--- config.mk ---
export PLATFORM = sky130hd
export DESIGN_NAME = display_mode_sequencer
export DESIGN_NICKNAME = d
export VERILOG_FILES = /design/src/rtl/display_mode_sequencer.sv
export SDC_FILE = /design/constraint.sdc
export NUM_CORES = 1
export LEC_CHECK = 0
export BUFFER_PORTS_ARGS = -buffer_cell sky130_fd_sc_hd__clkbuf_2
export CELL_PAD_IN_SITES_DETAIL_PLACEMENT = 1
export CELL_PAD_IN_SITES_GLOBAL_PLACEMENT = 2
export CORE_AREA = 10 10 131 133
export CTS_CLUSTER_SIZE = 28
export DETAILED_ROUTE_END_ITERATION = 12
export DIE_AREA = 0 0 141 143
export MAX_ROUTING_LAYER = met4
export PLACE_DENSITY_LB_ADDON = 0.25
export SLEW_MARGIN = 0
export SYNTH_ARGS = -nofsm -noshare
export SYNTH_HDL_FRONTEND = slang
export SYNTH_SLANG_ARGS = --single-unit
export TNS_END_PERCENT = 30
--- constraint.sdc ---
create_clock -name clk -period 1.65 [get_ports clk]
set_input_delay 0.495 -clock clk [delete_from_list [all_inputs] [get_ports clk]]
set_output_delay 0.495 -clock clk [all_outputs]
set_load 0.05 [all_outputs]
--- src/rtl/display_mode_sequencer.sv ---
// display_mode_sequencer: registered N-mode digit mux with manual select,
// timed auto-cycle and a blanking interval on every mode switch.
// Optional per-digit blinking is built when DISP_MODE_BLINK_EN is defined.
module display_mode_sequencer #(
    parameter int NUM_MODES = 4,
    parameter int NUM_DIGITS = 6,
    parameter int DIGIT_W = 5,
    parameter int DWELL_CYCLES = 50000000,
    parameter int BLANK_CYCLES = 1000,
    parameter logic [DIGIT_W-1:0] BLANK_CODE = 5'b11111,
    localparam int SEL_W = (NUM_MODES > 1) ? $clog2(NUM_MODES) : 1
) (
    input  logic                                  clk,
    input  logic                                  rst_n,
    input  logic [NUM_MODES*NUM_DIGITS*DIGIT_W-1:0] mode_data,
    input  logic [SEL_W-1:0]                      sel_in,
    input  logic                                  auto_en,
    input  logic                                  advance,
`ifdef DISP_MODE_BLINK_EN
    input  logic [NUM_DIGITS-1:0]                 blink_mask,
    input  logic [15:0]                           blink_period,
`endif
    output logic [NUM_DIGITS*DIGIT_W-1:0]         seg_data,
    output logic [SEL_W-1:0]                      cur_mode,
    output logic                                  switch_pulse
);

    localparam int SEG_W = NUM_DIGITS * DIGIT_W;
    localparam int DW_W = (DWELL_CYCLES > 1) ? $clog2(DWELL_CYCLES) : 1;
    localparam int BL_W = (BLANK_CYCLES > 1) ? $clog2(BLANK_CYCLES) : 1;

    localparam logic [DW_W-1:0] DW_LAST = DW_W'(DWELL_CYCLES - 1);
    localparam logic [BL_W-1:0] BL_LAST =
        (BLANK_CYCLES > 0) ? BL_W'(BLANK_CYCLES - 1) : '0;
    localparam logic [SEL_W-1:0] LAST_MODE = SEL_W'(NUM_MODES - 1);
    localparam logic [SEL_W:0] MODE_CNT = (SEL_W + 1)'(NUM_MODES);
    localparam logic [SEG_W-1:0] BLANK_WORD = {NUM_DIGITS{BLANK_CODE}};

    typedef enum logic {
        S_SHOW,
        S_BLANK
    } state_t;

    state_t state_q, state_d;
    logic [SEL_W-1:0] cur_mode_q, cur_mode_d;
    logic [DW_W-1:0] dwell_q, dwell_d;
    logic [BL_W-1:0] blank_q, blank_d;
    logic [SEG_W-1:0] seg_q, seg_d;
    logic pulse_q, pulse_d;

    logic [SEG_W-1:0] mode_arr [NUM_MODES];
    logic [SEL_W-1:0] next_mode;
    logic [SEL_W-1:0] target;
    logic [SEL_W-1:0] show_mode;
    logic [SEG_W-1:0] raw_data;
    logic [SEG_W-1:0] show_data;
    logic sel_ok;
    logic man_req;
    logic auto_req;
    logic req;

    for (genvar m = 0; m < NUM_MODES; m++) begin : g_mode
        assign mode_arr[m] = mode_data[m*SEG_W +: SEG_W];
    end

    // Decide whether a switch is requested this clock and which mode it targets.
    always_comb begin
        next_mode = (cur_mode_q == LAST_MODE) ? '0 : cur_mode_q + SEL_W'(1);
        sel_ok = {1'b0, sel_in} < MODE_CNT;
        man_req = sel_ok && (sel_in != cur_mode_q);
        auto_req = advance || (dwell_q == DW_LAST);
        req = 1'b0;
        target = cur_mode_q;
        unique case (1'b1)
            auto_en: begin
                req = auto_req;
                target = next_mode;
            end
            default: begin
                req = man_req;
                target = sel_in;
            end
        endcase
        // Without blanking the new mode is loaded on the same edge as the request.
        show_mode = cur_mode_q;
        if (BLANK_CYCLES == 0 && state_q == S_SHOW && req) begin
            show_mode = target;
        end
        raw_data = mode_arr[show_mode];
    end

`ifdef DISP_MODE_BLINK_EN
    logic [15:0] ph_cnt_q, ph_cnt_d;
    logic phase_q, phase_d;

    // Free-running blink phase, toggling every blink_period+1 clocks.
    always_comb begin
        ph_cnt_d = ph_cnt_q + 16'd1;
        phase_d = phase_q;
        if (ph_cnt_q >= blink_period) begin
            ph_cnt_d = '0;
            phase_d = ~phase_q;
        end
    end

    // Masked digits show the blank code during the off phase.
    always_comb begin
        show_data = raw_data;
        for (int d = 0; d < NUM_DIGITS; d++) begin
            if (phase_q && blink_mask[d]) begin
                show_data[d*DIGIT_W +: DIGIT_W] = BLANK_CODE;
            end
        end
    end

    // Blink phase registers.
    always_ff @(posedge clk) begin
        if (!rst_n) begin
            ph_cnt_q <= '0;
            phase_q <= 1'b0;
        end else begin
            ph_cnt_q <= ph_cnt_d;
            phase_q <= phase_d;
        end
    end
`else
    assign show_data = raw_data;
`endif

    // Next-state and registered-output logic for the show/blank sequencer.
    always_comb begin
        state_d = state_q;
        cur_mode_d = cur_mode_q;
        dwell_d = dwell_q;
        blank_d = blank_q;
        seg_d = seg_q;
        pulse_d = 1'b0;
        unique case (state_q)
            S_SHOW: begin
                seg_d = show_data;
                dwell_d = auto_en ? dwell_q + DW_W'(1) : '0;
                if (req) begin
                    cur_mode_d = target;
                    dwell_d = '0;
                    if (BLANK_CYCLES > 0) begin
                        state_d = S_BLANK;
                        blank_d = '0;
                        seg_d = BLANK_WORD;
                    end else begin
                        pulse_d = 1'b1;
                    end
                end
            end
            S_BLANK: begin
                seg_d = BLANK_WORD;
                dwell_d = '0;
                if (blank_q == BL_LAST) begin
                    state_d = S_SHOW;
                    blank_d = '0;
                    seg_d = show_data;
                    pulse_d = 1'b1;
                end else begin
                    blank_d = blank_q + BL_W'(1);
                end
            end
            default: begin
                state_d = S_SHOW;
            end
        endcase
    end

    // Sequencer state and output registers with synchronous reset.
    always_ff @(posedge clk) begin
        if (!rst_n) begin
            state_q <= S_SHOW;
            cur_mode_q <= '0;
            dwell_q <= '0;
            blank_q <= '0;
            seg_q <= '0;
            pulse_q <= 1'b0;
        end else begin
            state_q <= state_d;
            cur_mode_q <= cur_mode_d;
            dwell_q <= dwell_d;
            blank_q <= blank_d;
            seg_q <= seg_d;
            pulse_q <= pulse_d;
        end
    end

    assign seg_data = seg_q;
    assign cur_mode = cur_mode_q;
    assign switch_pulse = pulse_q;

endmodule

==> impl_metrics.tcl <==
set metrics [dict create \
    worst_r2r_path_depth 7 \
    drv_slew 0 \
    place_inst 708 \
    critPathBufInv 1 \
    hold_slack_ns 0.5380 \
    crit_chain "ha_4 > nand2_4 > or4_4 > buf_6 > and2_4 > a21o_1 > o211a_1" \
    synth-seq-cells 70 \
    drive_above_1_share_pct 63.47 \
    p_leak_nw 2.659 \
    layout.cells.non_filler 737 \
    crit_fanout 6 \
    fin_nets 677 \
    worst_pin_slew_ns 0.3923 \
    routedWlPerCell_um 18.24 \
    n_antenna_cell 0 \
    coreArea_um2 14420 \
    pwr-share-seq_pct 35.5 \
    yosys_warnings 0 \
    intPower_mw 3.606 \
    avgSynthCellArea_um2 11.42 \
    worst_path_largest_cell_delay_ns 0.54 \
    synthFlopType "dfxtp_1" \
    synth_common_cells "70 x dfxtp_1, 32 x a21o_1, 30 x mux4_2" \
    numCtsBuffers 9 \
    ys_async_sr_fraction_pct 0 \
    first_global_vias 3915 \
    rows 44 \
    ant_nets 0 \
    synth.area.top_cells "dfxtp_1 38%, mux4_2 18%, a21o_1 6.5%" \
    cts_tree "done" \
    vdd_drop_max_v 0.0004793 \
    cp-start-kind "flip-flop" \
    dieArea_um2 20160 \
    yosysUniqueCellTypes 51 \
    rsz0062_at_grt "true" \
    clockBufferDepth 2 \
    root_buffer "clkbuf_16" \
    drt-total-wl_um 13450 \
    critPathKind "reg2reg" \
    p_sw_mw 1.624 \
    p_clk_share_pct 36.3 \
    grt_max_degree 34 \
    yosysMostFrequentCell "dfxtp_1" \
    grt_use_total_pct 13.34 \
    setup_viol 44 \
    die_w_um 141 \
    worst_skew_pair.late_latency_ns 0.34 \
    io_pins 159 \
    dp_hpwl_um 10450 \
    whs_path_depth 2 \
    gp_congestion 0.7668 \
    cp_num_cells 7 \
    viasPerCell 4.631 \
    setup-tns-final_ns -4.702 \
    syn_nets 454 \
    p_per_area_nw_per_um2 889.3 \
    hold_viol_final 0 \
    max_slew_margin_pct 73.75 \
    clkTransAtPathRegs_ns 0.06 \
    crit_required_ns 1.88 \
    finClkSkew_ns 0.007263 \
    synth_top_area_share_pct 37.75 \
    area_growth_syn_to_layout_pct 58.41 \
    syn_area_um2 3712 \
    grt_antenna_before_repair 0 \
    netlist_instances 325 \
    clock_sinks 70 \
    setup.worst_path.end_class "flip-flop" \
    drtIter0Drc 116 \
    holdCritPathClass "reg2reg" \
    cap_violations 0 \
    p_comb_share_pct 28.1 \
    r2r_start "blank_q[1]" \
    status "finished with violations" \
    fin_crit_sh_pct 109.4 \
    violations "setup timing" \
    grt-ovfl-total 0 \
    num_vias 3413 \
    period_needed_ns 1.805 \
    critPathLaunch "blank_q[1]" \
    synth_edf_count 0 \
    drt_first_pass_iters 4 \
    yosys.area.top_type "dfxtp_1" \
    crit_path_top_delay_cell "or4_4" \
    arrival_ns 2.03 \
    start_util_pct 25.74 \
    regToRegSetupSlack_ns -0.15 \
    p_total_mw 5.230 \
    finalWorstSetupSlack_ns -0.1546 \
    ys_seq_area_share_pct 37.75 \
    crit_family "simple AND/OR/NAND/NOR gates" \
    hp-start "blank_q[9]" \
    htreeDepth 3 \
    fmax_mhz 554.1 \
    die_height_um 143 \
    grt_pass1_wl_um 20560 \
    min_delay_worst_endpoint "blank_q[9]" \
    r2r_end "blank_q[6]" \
    drc_errors 0 \
    switching_share_pct 31.05 \
    nFillCells 1626 \
    io_buffers 158 \
]
## power by group through the flow
stage          clock network, mW  logic (mW)  registers, mW
5_1_grt                     2.04        1.57           1.87
3_5_place_dp                   0        1.43           1.89
6_report                    1.90        1.47           1.86
3_3_place_gp                   0        1.41           1.89
4_1_cts                     1.97        1.49           1.86
2_1_floorplan                  0       0.563           2.30
## tightest hold or removal path: stages (launching register included)
cell	delay [ns]
dfxtp_2	0.34
nand2_1	0.07
o211ai_1	0.08
## kinds of logic after synthesis
group | Yosys count | share of synthesized area [%]
AND/OR/NAND/NOR | 108 | 19.75
adder cells (fa/ha/maj) | 3 | 1.011
multiplexers | 32 | 18.74
flip-flops | 70 | 37.75
AO/OA/AOI/OAI | 57 | 11.66
buffers and inverters | 29 | 4.954
XOR/XNOR | 26 | 6.134
## layout make-up
cell class              instances  area (µm²)  area share (%)
multi-input cells             226        2379           40.45
repair buffers                237        1553           26.40
flip-flops and latches         70        1420           24.15
clock buffers                  12       236.5           4.021
well taps                     184       230.2           3.915
clock inverters                 4       47.55          0.8085
inverters                       4       15.01          0.2553
## sequential cells by signal, summed over array words and instances, names as in the netlist
| name | flops |
|---|---|
| cur_mode | 2 |
| blank_q | 10 |
| seg_data | 30 |
| dwell_q | 26 |
| switch_pulse | 1 |
| state_q | 1 |
## how the worst max path moves through the flow
stage                    to  slack (ns)
2_1_floorplan    dwell_q[7]       -0.08
3_3_place_gp    dwell_q[25]       -0.16
3_5_place_dp    dwell_q[25]       -0.23
4_1_cts        seg_data[20]       -0.13
5_1_grt          blank_q[6]       -0.20
6_report         blank_q[6]       -0.15
## placed cells by master (no fill, tap or decap), types with 4 or more instances in the layout
cell	n
clkbuf_2	156
buf_4	66
dfxtp_1	57
a21o_1	32
mux4_2	30
nor2_4	20
xor2_1	13
nand4_1	12
dfxtp_2	12
nand3_1	11
nor2_1	11
clkbuf_16	10
and3_1	9
nand2_1	9
xor2_2	8
buf_12	6
and2_1	5
xnor2_1	5
buf_6	5
nor3_1	4
a21oi_1	4
## stage by stage
stage	area (µm²)	setup WS (ns)	utilization [%]
2_1_floorplan	3741	-0.08283	-
3_3_place_gp	5159	-0.1616	35.77
3_5_place_dp	5159	-0.2282	35.77
4_1_cts	5749	-0.1306	39.86
5_1_grt	5881	-0.2021	40.77
6_report	5881	-0.1546	40.77
## per-layer routing
| layer | GRT usage, % | vias to the layer above | wire length, µm |
|---|---|---|---|
| li1 | - | 1647 | - |
| met1 | 13.45 | 1692 | 5006 |
| met2 | 24.43 | 62 | 7714 |
| met3 | 3.250 | 12 | 513 |
| met4 | 5.054 | 0 | 212 |
| met5 | - | - | 0 |
## timing repair
item                                    in CTS  in global routing
buffers inserted                             6                  7
endpoints found under the setup margin      69                 69
gates cloned                                 3                  0
resized for setup                           41                 27
hold buffers                                 0                  0
pin swaps                                   14                  9
Note: power is estimated with default switching activity, not from simulation.
